`src/rtl/ahb_pkg.sv`:
```
// Shared AHB-Lite constants for the address decoder and its default slave.
package ahb_pkg;

  localparam int REGION_W = 4;

  localparam logic [1:0] HTRANS_IDLE   = 2'b00;
  localparam logic [1:0] HTRANS_BUSY   = 2'b01;
  localparam logic [1:0] HTRANS_NONSEQ = 2'b10;
  localparam logic [1:0] HTRANS_SEQ    = 2'b11;

  localparam logic HRESP_OKAY  = 1'b0;
  localparam logic HRESP_ERROR = 1'b1;

  typedef enum logic [1:0] {
    DS_IDLE = 2'd0,
    DS_ERR1 = 2'd1,
    DS_ERR2 = 2'd2
  } ds_state_e;

  function automatic logic htrans_active(input logic [1:0] trans);
    return (trans == HTRANS_NONSEQ) || (trans == HTRANS_SEQ);
  endfunction

endpackage

```
`src/rtl/ahb_default_slave.sv`:
```
// Default slave for unmapped regions: answers active transfers with a
// two-cycle ERROR response and IDLE/BUSY with a zero-wait OKAY.
module ahb_default_slave
  import ahb_pkg::*;
(
  input  logic       HCLK,
  input  logic       HRESET,
  input  logic       HSEL,
  input  logic [1:0] HTRANS,
  input  logic       HREADY,
  output logic       HREADYOUT,
  output logic       HRESP
);

  ds_state_e state_q, state_d;
  logic      start;

  assign start = HREADY && HSEL && htrans_active(HTRANS);

  always_ff @(posedge HCLK) begin
    if (HRESET) begin
      state_q <= DS_IDLE;
    end else begin
      state_q <= state_d;
    end
  end

  // ERR1 ignores HTRANS so the error sequence always runs to completion.
  always_comb begin
    state_d = DS_IDLE;
    case (state_q)
      DS_ERR1: state_d = DS_ERR2;
      default: state_d = start ? DS_ERR1 : DS_IDLE;
    endcase
  end

  // Outputs depend on state only, which keeps the HREADY feedback loop open.
  always_comb begin
    HREADYOUT = 1'b1;
    HRESP     = HRESP_OKAY;
    case (state_q)
      DS_ERR1: begin
        HREADYOUT = 1'b0;
        HRESP     = HRESP_ERROR;
      end
      DS_ERR2: HRESP = HRESP_ERROR;
      default: ;
    endcase
  end

endmodule

```
`src/rtl/ahb_decode_mux.sv`:
```
// AHB-Lite address decoder and slave-to-master response mux with a built-in
// default slave; the region field sits at HADDR[SEL_LSB+3:SEL_LSB].
module ahb_decode_mux
  import ahb_pkg::*;
#(
  parameter int                    NUM_SLAVES = 7,
  parameter int                    SEL_LSB    = 28,
  parameter logic [NUM_SLAVES-1:0] REGION_EN  = {NUM_SLAVES{1'b1}}
) (
  input  logic                     HCLK,
  input  logic                     HRESET,
  input  logic [31:0]              HADDR,
  input  logic [1:0]               HTRANS,
  output logic [NUM_SLAVES-1:0]    HSEL,
  input  logic [32*NUM_SLAVES-1:0] S_HRDATA,
  input  logic [NUM_SLAVES-1:0]    S_HREADYOUT,
  input  logic [NUM_SLAVES-1:0]    S_HRESP,
  output logic [31:0]              HRDATA,
  output logic                     HREADY,
  output logic                     HRESP
);

  localparam int NUM_REGIONS = 2 ** REGION_W;

  logic [REGION_W-1:0]    region;
  logic [NUM_REGIONS-1:0] en_map;
  logic                   mapped;
  logic                   unused_addr;

  logic                   dflt_q, dflt_d;
  logic [REGION_W-1:0]    idx_q, idx_d;
  logic                   ds_hreadyout;
  logic                   ds_hresp;

  assign region      = HADDR[SEL_LSB +: REGION_W];
  assign unused_addr = ^(HADDR & ~(32'hF << SEL_LSB));

  // Regions past NUM_SLAVES are forced unmapped so any 4-bit index is safe.
  generate
    for (genvar gi = 0; gi < NUM_REGIONS; gi++) begin : g_en
      if (gi < NUM_SLAVES) begin : g_on
        assign en_map[gi] = REGION_EN[gi];
      end else begin : g_off
        assign en_map[gi] = 1'b0;
      end
    end
  endgenerate

  assign mapped = en_map[region];

  generate
    for (genvar gi = 0; gi < NUM_SLAVES; gi++) begin : g_hsel
      assign HSEL[gi] = mapped && (region == REGION_W'(gi));
    end
  endgenerate

  always_comb begin
    dflt_d = dflt_q;
    idx_d  = idx_q;
    if (HREADY) begin
      dflt_d = ~mapped;
      idx_d  = region;
    end
  end

  always_ff @(posedge HCLK) begin
    if (HRESET) begin
      dflt_q <= 1'b1;
      idx_q  <= '0;
    end else begin
      dflt_q <= dflt_d;
      idx_q  <= idx_d;
    end
  end

  ahb_default_slave u_default_slave (
    .HCLK      (HCLK),
    .HRESET    (HRESET),
    .HSEL      (~mapped),
    .HTRANS    (HTRANS),
    .HREADY    (HREADY),
    .HREADYOUT (ds_hreadyout),
    .HRESP     (ds_hresp)
  );

  always_comb begin
    HRDATA = '0;
    HREADY = ds_hreadyout;
    HRESP  = ds_hresp;
    if (!dflt_q) begin
      HREADY = 1'b1;
      HRESP  = HRESP_OKAY;
      for (int n = 0; n < NUM_SLAVES; n++) begin
        if (idx_q == REGION_W'(n)) begin
          HRDATA = S_HRDATA[32*n +: 32];
          HREADY = S_HREADYOUT[n];
          HRESP  = S_HRESP[n];
        end
      end
    end
  end

endmodule

```
`config.mk`:
```
export PLATFORM = sky130hd
export DESIGN_NAME = ahb_decode_mux
export DESIGN_NICKNAME = d
export VERILOG_FILES = /design/src/rtl/ahb_pkg.sv /design/src/rtl/ahb_default_slave.sv /design/src/rtl/ahb_decode_mux.sv
export SDC_FILE = /design/constraint.sdc
export NUM_CORES = 1
export LEC_CHECK = 0
export ABC_AREA = 1
export ABC_CLOCK_PERIOD_IN_PS = 1650
export BUFFER_PORTS_ARGS = -buffer_cell sky130_fd_sc_hd__buf_2
export CORE_AREA = 2 2 122 124
export CTS_CLUSTER_DIAMETER = 100
export DETAILED_ROUTE_END_ITERATION = 6
export DIE_AREA = 0 0 124 126
export PLACE_DENSITY_LB_ADDON = 0.25
export SYNTH_ARGS = -nofsm -noshare
export SYNTH_HDL_FRONTEND = slang
export SYNTH_SLANG_ARGS = --single-unit
```
`constraint.sdc`:
```
create_clock -name HCLK -period 1.65 [get_ports HCLK]
set_input_delay 0.165 -clock HCLK [delete_from_list [all_inputs] [get_ports HCLK]]
set_output_delay 0.165 -clock HCLK [all_outputs]
set_load 0.01 [all_outputs]
```
### After elaboration in Yosys (flattened, before gate mapping)

Memories as Yosys holds them, arrays and structs flattened.
Cells that the tools add are included.

* memories kept: 1
* output and inout bits: 41
* input bits: 274
* word-level logic and storage cells: 66
* register bits after elaboration: 7
* bits in read-only memories: 16

Memory list
* (name not given): words 16, bits a word 1, read ports 1, clocked after memory_dff 0, wr ports 0, RTL line ahb_decode_mux.sv:49 `assign mapped = en_map[region];`

* magnitude comparators: 1
* equal/unequal tests: 16
* bitwise logic cells: 1
* reductions and logical operators: 14
* multiplexer cells: 29

Operator list (number)
* $mux 32: 8
* $eq 4x3->1 const B: 6
* $mux 1: 20
* $eq 4x2->1 const B: 4
* $logic_and 1x1->1: 9
* $eq 4x1->1 const B: 2
* $logic_not 4->1: 2
* $eq 2x2->1 const B: 3
* $lt 4x5->1 const B: 1
* $reduce_or 2->1: 2
* $eq 2x1->1 const B: 1
* $mux 2: 1
* $logic_or 1x1->1: 1
* $not 1->1: 1

### Depth between registers and ports, before layout

Gate-level depths: netlist (run 1).

* word-level depth: 13
* gate-level depth with buffers: 13
* gate-level depth less buffers: 12

### Cells and area by module

A second synthesis (run 1) with hierarchy kept.

* cell total of the unflattened synthesis: 515
* area, all modules: 2499.9 um^2

By module, submodules not included
* ahb_decode_mux: cells an instance 504, seq. area each 100.1 um^2, area an instance 2416.1 um^2, instances 1
* ahb_default_slave: cells an instance 11, seq. area each 40.0 um^2, area an instance 83.8 um^2, instances 1

### Worst setup path after synthesis (run 1)

No wires, ideal clock.

* kind: flip-flop to output port
* start point: register idx_q[1]
* end point: output port HRDATA[2]
* cell stages (with the launch flop): 8
* slack: 0.072 ns
* arrival time: 1.413 ns
* buffers on the path: 2
* data required time: 1.485 ns
* cells stage by stage: dfxtp_1 > buf_4 > nor4_4 > buf_2 > nand2_1 > nand4_1 > o21ai_1 > a21oi_1

* cells in the longest elaborated chain, start to end: 9
* elaborated cells on any way between the ends: 15
* classes of those cells: eq/ne (6); mux (8); reduce/logical (1)

RTL lines
* start: declaration: RTL line ahb_decode_mux.sv:31 `logic [REGION_W-1:0] idx_q, idx_d;`
* start signal: assignment: RTL line ahb_decode_mux.sv:72 `idx_q <= idx_d;`
* $logic_not 4->1: RTL line ahb_decode_mux.sv:94 `if (idx_q == REGION_W'(n)) begin`
* $mux 32 (6 in series): RTL line ahb_decode_mux.sv:94
* $mux 32 (*): RTL line ahb_decode_mux.sv:94
* $mux 32 (*): RTL line ahb_decode_mux.sv:90 `if (!dflt_q) begin`
* end: declaration: RTL line ahb_decode_mux.sv:18 `output logic [31:0] HRDATA,`

Every way passes the cells marked *; elsewhere a longest branch is shown, timed or not.

### Final worst setup path (run 1)

* start point: register idx_q[0]
* end point: output port HRDATA[7]

The elaborated chain is that of the path after synthesis.

==> results of run 1 <==
-- power by group through the flow --
stage | sequential, W | clock [W] | combinational (W)
after CTS | 0.000208 | 0.000409 | 0.00178
after floorplan | 0.000202 | 0 | 0.000746
after global routing | 0.000211 | 0.000424 | 0.00207
after detailed placement | 0.000207 | 0 | 0.00151
after global placement | 0.000207 | 0 | 0.00150
final | 0.000208 | 0.000406 | 0.00188
-- flip-flops by register name, summed over array words and instances (netlist names) --
register                 flops
dflt_q                       1
idx_q                        4
u_default_slave.state_q      2
-- metal layers --
metal | up-vias | global-route usage [%] | share of wire [%]
met2 | 192 | 32.7 | 51
li1 | 2285 | - | -
met5 | - | 0 | 0.18
met3 | 16 | 3.35 | 9.6
met1 | 1984 | 19.9 | 39
met4 | 4 | 2.58 | 0.98
-- synth_stat cells (all sizes together) --
master | number | share of area (%)
nand3b | 1 | 0.31
or2 | 27 | 7.0
nand3 | 129 | 27
nor2 | 16 | 3.9
nand4 | 33 | 8.6
buf | 27 | 6.1
clkbuf | 8 | 1.2
nor3 | 6 | 1.2
a21oi | 43 | 8.9
nand2 | 125 | 20
dfxtp | 7 | 5.8
o21ai | 7 | 1.5
inv | 48 | 7.5
nor4 | 1 | 0.88
ha | 1 | 0.52
-- final timing paths --
check                 from   endpoint  slack, ns  cells past startpoint
hold / removal      HRESET   idx_q[3]       0.15                      2
setup / recovery  idx_q[0]  HRDATA[7]      -0.31                      9
setup reg to reg  idx_q[2]   idx_q[3]      -0.16                     16
hold reg to reg   idx_q[1]   idx_q[1]       0.62                      3
-- metrics by stage --
stage | std cells | cell area, um2 | setup TNS (ns) | total power [W] | hold slack (ns)
floorplan | 479 | 2410 | 0 | 0.000949 | 0.234
global placement | 962 | 4410 | -1.68 | 0.00171 | 0.391
detailed placement | 962 | 4410 | -2.15 | 0.00171 | 0.390
CTS | 986 | 5000 | -7.70 | 0.00239 | 0.144
global route | 995 | 5260 | -13.91 | 0.00270 | 0.155
finish | 996 | 5270 | -9.49 | 0.00249 | 0.145
-- kinds of logic after synthesis --
group | after synthesis
simple gates | 338
buf+inv | 83
compound gates | 50
flops | 7
fa+ha+maj | 1
-- final cells by class --
class | count | area (um2)
multi-input cells | 389 | 2140
well taps | 184 | 230
repair buffers | 362 | 2460
inverters | 48 | 193
clock buffers | 4 | 78.8
diodes | 2 | 5.00
fillers | 1607 | 9050
flip-flops and latches | 7 | 150
-- worst max-delay path, cell delays in order (launching register included) --
cell,delay [ns]
dfxtp_4,0.36
buf_6,0.12
nor4_4,0.33
buf_6,0.20
clkbuf_16,0.18
nand2_2,0.04
nand4_1,0.09
nand3_1,0.08
inv_1,0.05
buf_2,0.11
-- timing repair --
action,4_1_cts,5_1_grt
buffers inserted,17,7
gates resized for setup,66,51
setup endpoints to repair,40,40
pin swaps,12,16
gates cloned,4,1
==> parameters.txt, run 1 <==
Parameter                              Value

Run status
  Status ... finished with violations
  Violations in the final reports ... setup timing

Timing
  Number of setup violations in the final report ... 40
  Least setup slack across all paths after layout ... -0.312 ns
  Transition time at the pin with the least slew margin ... 0.392 ns
  RSZ-0062 raised after global routing ... true
  Hold Violations, Final ... 0
  Worst-case headroom to the max-slew limit ... 73.6%
  Number of max-slew violations in the final report ... 0
  Share of the clock period used by the worst path after layout ... 119%
  Maximum clock rate ... 510 MHz
  Maximum clock skew at final layout ... 0.00215 ns
  Final critical delay including setup and external delays ... 1.96 ns

Finish
  Most frequent cells in the layout ... buf_2, nand3_1, nand2_1
  Post-layout util ... 36.8%
  Relative area change from synthesis to final layout ... 118%
  Commonest non-fill, non-tap cell in the layout ... buf_2
  Share of layout cells above drive strength 1 ... 53.7%
  Net count reported at finish ... 1,086

Clock network
  Clock network latency to the later pin of the worst-skew pair ... 0.23 ns
  Clock slew at reported path FFs ... 0.04 ns
  CTS H-tree lvls ... 1
  Clock tree from TritonCTS ... done
  Number of clock buffers inserted by TritonCTS ... 3
  Number of hold-repair buffers added at the cts stage ... 0
  Buffers from clock root to sink, at most ... 2
  Num Clock Sinks ... 7
  CTS Root Cell ... clkbuf_16

Synth
  Yosys reg bits ... 7
  Combinational family with the most area after synthesis ... simple AND/OR/NAND/NOR gates
  Count of unique library cells instantiated by Yosys ... 24
  Share of the synthesized netlist area taken by xor and xnor gates ... 0%
  Adder and majority cell fraction of the synthesized area ... 0.518%
  Synth Warn # ... 0
  Per-instance average area after synthesis ... 5.04 um2
  Cell area after synthesis ... 0.00241 mm2
  Share of the synthesized area in compound gates (AO/OA/AOI/OAI) ... 10.4%
  Multiplexer share of the synthesized area ... 0%
  Proportion of synthesized chip area in sequential cells ... 5.81%
  Simple-Gate Fraction of Synth Area ... 68.5%
  Nets in the synthesized netlist ... 754
  Post-Synthesis Cells ... 479

Detailed routing
  Total wirelength of the detailed-routed design ... 14.7 mm
  Post-route antenna net violation count ... 0
  Wire length per cell after detailed routing ... 14.7 um
  Via density per instance ... 4.50
  Initial drt markers ... 195
  DR DRC count ... 0
  Number of detailed-routing iterations run before antenna repair ... 4
  Vias post-DR ... 4,481

GRT
  Global-route wire length before repair ... 21.2 mm
  Maximum number of pins on one net before global-route repair ... 26
  Initial antenna violation count ... 4
  Total congestion overflow after global routing ... 0
  Vias in the first global route ... 4,234
  Global router's overall resource usage ... 17.2%

Placed design
  Setup slack at placement ... -0.0972 ns
  Weighted congestion at the end of routability-driven global placement ... 0.838
  Post-DP HPWL ... 11.3 mm
  PortBufs ... 285

Setup path
  Crit-path max FO ... 6
  Critical setup path kind ... register to output pin
  Worst Setup Start Kind ... register
  Worst Path Required ... 1.48 ns
  Data arrival time at the worst-slack endpoint ... 1.80 ns
  Category of the worst setup path capture point ... output pin

Min path
  Worst min-delay path category ... input port to register

Pwr
  Part of the power in the clock network ... 16.3%
  Power density relative to cell area ... 473 mW/mm2
  Pleak ... 2.91 nW
  Worst ir drop on vdd ... 364 uV
  Logic gate share of total power ... 75.4%
  Sw Share ... 41.0%
  Reported net switching power ... 0.00102 W
  Portion of total power attributed to sequential cells ... 8.3%
  Internal power of the cells ... 0.00147 W

Die
  I/O pin count ... 315
  Die Span X ... 124 um
  Core region area ... 0.0143 mm2
  Die area ... 0.0156 mm2
  Die Ht ... 126 um
  Initial core utilization ... 16.9%
  # rows ... 44

Flow run
  Max Cap Viol ... 0
Power figures use the tool's default switching activity.
==> inputs of run 2 (changes only) <==
--- a/config.mk
+++ b/config.mk
@@ -12,7 +12,7 @@
 export CTS_CLUSTER_DIAMETER = 100
 export DETAILED_ROUTE_END_ITERATION = 6
 export DIE_AREA = 0 0 124 126
-export PLACE_DENSITY_LB_ADDON = 0.25
+export PLACE_DENSITY = 0.46
 export SYNTH_ARGS = -nofsm -noshare
 export SYNTH_HDL_FRONTEND = slang
 export SYNTH_SLANG_ARGS = --single-unit
==> parameters.txt, run 2 (synthesis gave the netlist of run 1 again) <==
Parameter                              Value

Run status
  Status ... finished with violations
  Violations in the final reports ... setup timing

Clock network
  Clock tree from TritonCTS ... done
  Buffers from clock root to sink, at most ... 2
  Clock network latency to the later pin of the worst-skew pair ... 0.23 ns
  CTS H-tree lvls ... 1
  Number of clock buffers inserted by TritonCTS ... 3
  Clock slew at reported path FFs ... 0.04 ns
  Num Clock Sinks ... 7
  CTS Root Cell ... clkbuf_16
  Number of hold-repair buffers added at the cts stage ... 0

Finish
  Post-route non-filler standard cell count ... 975
  Share of layout cells above drive strength 1 ... 52.7%
  Net count reported at finish ... 1,067
  Flip-flop count of the largest register, all copies and words added ... 4
  Antenna cell count ... 0
  Most frequent cells in the layout ... buf_2, nand3_1, nand2_1
  Largest regs ... idx_q x4, u_default_slave.state_q x2, dflt_q x1
  Commonest non-fill, non-tap cell in the layout ... buf_2
  Relative area change from synthesis to final layout ... 111%
  Register name with the most flops ... idx_q
  Count of fill cells added during filler insertion ... 1,677
  Final Instance Area ... 0.00510 mm2

Detailed routing
  Total wirelength of the detailed-routed design ... 14.8 mm
  Post-route antenna net violation count ... 0
  Via density per instance ... 4.50
  Initial drt markers ... 170
  Wire length per cell after detailed routing ... 15.2 um
  DR DRC count ... 0
  Vias post-DR ... 4,384
  Number of detailed-routing iterations run before antenna repair ... 4

Min path
  Worst Hold Path Cells ... 2
  Worst min-delay path category ... input port to register
  Hold Startpoint ... HRESET
  Hold-critical path endpoint ... idx_q[3]

Setup path
  Depth of the worst register-to-register path ... 14
  Category of the worst setup path capture point ... output pin
  Worst path cell trace ... buf_6 -> nor4_4 -> buf_6 -> buf_12 -> nand2_4 -> nand4_1 -> nand3_1 -> inv_1 -> buf_2
  Largest delay contributor family on the critical path ... buffers and inverters
  Terminus of the critical flop-to-flop path ... dflt_q
  Number of buffer and inverter stages on the critical path ... 5
  Slowest stage delay, CP ... 0.35 ns
  Worst Path Required ... 1.48 ns
  Slowest cell on crit path ... dfxtp_4
  Worst setup slack for register-to-register paths ... -0.04 ns
  Crit-path max FO ... 8
  Crit Reg-Reg Startpoint ... idx_q[1]
  Worst Setup Start Kind ... register
  Cell repeated most along the worst path ... buf_6
  Critical setup path kind ... register to output pin
  Data arrival time at the worst-slack endpoint ... 1.81 ns

Timing
  Maximum clock skew at final layout ... 0.00156 ns
  Worst-case headroom to the max-slew limit ... 74.6%
  Least setup slack across all paths after layout ... -0.327 ns
  Maximum clock rate ... 506 MHz
  Share of the clock period used by the worst path after layout ... 120%
  Setup TNS Final ... -8.97 ns
  Final critical delay including setup and external delays ... 1.98 ns
  Transition time at the pin with the least slew margin ... 0.377 ns
  Worst hold slack after final layout ... 0.156 ns
  Hold Violations, Final ... 0
  Number of max-slew violations in the final report ... 0
  Number of setup violations in the final report ... 38
  RSZ-0062 raised after global routing ... true

Placed design
  Weighted congestion at the end of routability-driven global placement ... 0.841
  PortBufs ... 285
  Post-DP HPWL ... 11.6 mm
  Area of placed instances ... 0.00449 mm2
  Cell count after placement ... 959

Die
  Die Span X ... 124 um
  Initial core utilization ... 16.9%
  Die Ht ... 126 um
  Core region area ... 0.0143 mm2
  I/O pin count ... 315
  # rows ... 44
  Die area ... 0.0156 mm2

GRT
  Global-route wire length before repair ... 21.2 mm
  Initial antenna violation count ... 1
  Maximum number of pins on one net before global-route repair ... 30
  Vias in the first global route ... 4,127
  Global router's overall resource usage ... 17.3%
  Total congestion overflow after global routing ... 0

Pwr
  Worst ir drop on vdd ... 401 uV
  Pleak ... 2.85 nW
  Power density relative to cell area ... 485 mW/mm2

Flow run
  Max Cap Viol ... 0
[run 2: metal layers]
layer / wire, um / GRT usage [%]
met4: 44 / 1.78
met3: 1350 / 3.40
met2: 7470 / 32.7
met5: 13 / 0
met1: 5960 / 20.6
[run 2: how the worst max path moves through the flow]
| stage | from | to | slack [ns] | cells after the start |
|---|---|---|---|---|
| floorplan | idx_q[1] | HRDATA[2] | 0.07 | 7 |
| global placement | idx_q[0] | HRDATA[1] | -0.12 | 9 |
| detailed placement | idx_q[0] | HRDATA[14] | -0.1 | 9 |
| CTS | idx_q[3] | HRDATA[1] | -0.33 | 9 |
| global route | idx_q[3] | HRDATA[6] | -0.43 | 9 |
| finish | idx_q[3] | HRDATA[1] | -0.33 | 9 |
[run 2: area by class of cell]
cell class,instances,area [um2],share of cell area [%]
Clock buffer,4,78.8,1.55
Timing Repair Buffer,343,2310,45.4
Multi-Input combinational cell,389,2140,42.0
Tap cell,184,230,4.51
Sequential cell,7,150,2.94
Inverter,48,185,3.63
[run 2: through the flow]
step	utilization [%]	total power, W	setup WS (ns)
final	35.6	0.00247	-0.327
after global routing	35.6	0.00267	-0.426
after CTS	34.2	0.00240	-0.332
after detailed placement	31.3	0.00175	-0.0999
after global placement	31.3	0.00175	-0.122
after floorplan	-	0.000949	0.0722
[run 2: repair_timing]
| item | in CTS | in global routing |
|---|---|---|
| pin swaps | 23 | 22 |
| resized for setup | 45 | 46 |
| endpoints found under the setup margin | 34 | 40 |
| buffers inserted | 6 | 3 |
| gates cloned | 4 | 2 |
[run 2: power breakdown]
group | internal, W | switching [W] | total, W
Sequential | 0.000187 | 0.0000217 | 0.000209
Clock | 0.000321 | 0.0000872 | 0.000408
Combinational | 0.000943 | 0.000915 | 0.00186
==> inputs of run 3 (changes only) <==
--- a/config.mk
+++ b/config.mk
@@ -9,6 +9,7 @@
 export ABC_CLOCK_PERIOD_IN_PS = 1650
 export BUFFER_PORTS_ARGS = -buffer_cell sky130_fd_sc_hd__buf_2
 export CORE_AREA = 2 2 122 124
+export CTS_BUF_LIST = sky130_fd_sc_hd__clkbuf_4 sky130_fd_sc_hd__clkbuf_8
 export CTS_CLUSTER_DIAMETER = 100
 export DETAILED_ROUTE_END_ITERATION = 6
 export DIE_AREA = 0 0 124 126
==> parameters.txt, run 3 (synthesis gave the netlist of run 1 again) <==
Parameter                              Value

Timing
  Transition time at the pin with the least slew margin ... 0.377 ns
  Final critical delay including setup and external delays ... 1.97 ns
  Number of max-slew violations in the final report ... 0
  Worst hold slack after final layout ... 0.158 ns
  Number of setup violations in the final report ... 37
  Worst-case headroom to the max-slew limit ... 74.6%
  Maximum clock rate ... 507 MHz
  Hold Violations, Final ... 0
  Least setup slack across all paths after layout ... -0.324 ns
  Maximum clock skew at final layout ... 0.000615 ns
  Share of the clock period used by the worst path after layout ... 120%
  RSZ-0062 raised after global routing ... true

GRT
  Global router's overall resource usage ... 17.4%
  Maximum number of pins on one net before global-route repair ... 30
  Initial antenna violation count ... 1
  Global-route wire length before repair ... 21.2 mm
  Vias in the first global route ... 4,139
  Total congestion overflow after global routing ... 0

Flow run
  Max Cap Viol ... 0

Placed design
  PortBufs ... 285
  Weighted congestion at the end of routability-driven global placement ... 0.841
  Setup slack at placement ... -0.0999 ns
  Cell count after placement ... 959
  Post-DP HPWL ... 11.6 mm

Die
  Core region area ... 0.0143 mm2
  Die Ht ... 126 um
  I/O pin count ... 315
  # rows ... 44
  Initial core utilization ... 16.9%
  Die Span X ... 124 um
  Die area ... 0.0156 mm2

Clock network
  Number of hold-repair buffers added at the cts stage ... 0
  CTS H-tree lvls ... 1
  Num Clock Sinks ... 7
  Buffers from clock root to sink, at most ... 2
  Clock network latency to the later pin of the worst-skew pair ... 0.23 ns
  Clock tree from TritonCTS ... done
  Number of clock buffers inserted by TritonCTS ... 3
  Clock slew at reported path FFs ... 0.04 ns
  CTS Root Cell ... clkbuf_8

Pwr
  Sw Share ... 43.5%
  Reported net switching power ... 0.000987 W
  Power density relative to cell area ... 454 mW/mm2
  Logic gate share of total power ... 79.4%
  Internal power of the cells ... 0.00128 W
  Power after layout ... 0.00227 W
  Worst ir drop on vdd ... 323 uV
  Part of the power in the clock network ... 11.4%
  Pleak ... 2.81 nW
  Portion of total power attributed to sequential cells ... 9.2%

Finish
  Share of layout cells above drive strength 1 ... 52.0%
  Net count reported at finish ... 1,065
  Post-route non-filler standard cell count ... 973
  Relative area change from synthesis to final layout ... 107%
  Largest regs ... idx_q x4, u_default_slave.state_q x2, dflt_q x1
  Post-layout util ... 34.9%
  Count of fill cells added during filler insertion ... 1,687
  Commonest non-fill, non-tap cell in the layout ... buf_2
  Most frequent cells in the layout ... buf_2, nand3_1, nand2_1
  Antenna cell count ... 0
  Register name with the most flops ... idx_q
  Flip-flop count of the largest register, all copies and words added ... 4

Detailed routing
  Vias post-DR ... 4,366
  Wire length per cell after detailed routing ... 15.0 um
  DR DRC count ... 0
  Total wirelength of the detailed-routed design ... 14.6 mm
  Post-route antenna net violation count ... 0
  Initial drt markers ... 173
  Number of detailed-routing iterations run before antenna repair ... 4
  Via density per instance ... 4.49

Setup path
  Cell repeated most along the worst path ... buf_6
  Data arrival time at the worst-slack endpoint ... 1.81 ns
  Critical setup path kind ... register to output pin
  Slowest cell on crit path ... dfxtp_4
  Crit-path max FO ... 8
  Slowest stage delay, CP ... 0.35 ns
  Worst Setup Start Kind ... register
  Worst path cell trace ... buf_6 -> nor4_4 -> buf_6 -> buf_12 -> nand2_4 -> nand4_1 -> nand3_1 -> inv_1 -> buf_2
  Worst Path Required ... 1.48 ns
  Category of the worst setup path capture point ... output pin

Min path
  Worst min-delay path category ... input port to register

Run status
  Violations in the final reports ... setup timing
  Status ... finished with violations
[run 3: per-layer routing]
layer	track usage [%]	part of all wire (%)	vias up
met3	3.40	9.2	13
met5	0	0.089	-
met4	2.18	0.62	2
met1	20.6	40	1926
met2	32.7	50	188
li1	-	-	2237
[run 3: repair_timing]
item                                    in CTS  in global routing
resized for setup                           45                 38
pin swaps                                   23                 16
cloned                                       4                  1
setup buffers                                6                  1
endpoints found under the hold margin        0                  0
endpoints found under the setup margin      34                 40
[run 3: cell type report]
cell class                      instances  area [um2]  area share, %
Sequential cell                         7         150           3.00
Inverter                               48         185           3.70
Clock buffer                            4        48.8          0.976
Tap cell                              184         230           4.61
Timing Repair Buffer                  341        2270           45.5
Multi-Input combinational cell        389        2110           42.3
[run 3: path summary, 6_finish.rpt]
check / startpoint / to / slack, ns / cells past startpoint
worst max-delay path: idx_q[3] / HRDATA[1] / -0.32 / 9
worst min-delay path: HRESET / idx_q[3] / 0.16 / 2
worst max register to register: idx_q[1] / dflt_q / -0.02 / 14
worst min register to register: idx_q[2] / idx_q[2] / 0.49 / 2
[run 3: stage by stage]
| step | TNS, ns | cell area [um2] |
|---|---|---|
| 6_report | -8.77 | 5000 |
| 5_1_grt | -13.01 | 5000 |
| 2_1_floorplan | 0 | 2410 |
| 3_3_place_gp | -2.27 | 4490 |
| 3_5_place_dp | -1.75 | 4490 |
| 4_1_cts | -9.43 | 4860 |
[run 3: power groups by stage]
| stage | logic (W) | clock network (W) | registers (W) |
|---|---|---|---|
| floorplan | 0.000746 | 0 | 0.000202 |
| CTS | 0.00177 | 0.000266 | 0.000208 |
| finish | 0.00180 | 0.000259 | 0.000208 |
| global placement | 0.00155 | 0 | 0.000206 |
| detailed placement | 0.00155 | 0 | 0.000206 |
| global route | 0.00198 | 0.000273 | 0.000211 |
[run 3: worst max-delay path, delay by kind of cell, from the launching register on]
| family | cells | cell delay [ns] |
|---|---|---|
| buffers and inverters | 5 | 0.65 |
| flip-flops | 1 | 0.35 |
| AND/OR/NAND/NOR | 4 | 0.56 |
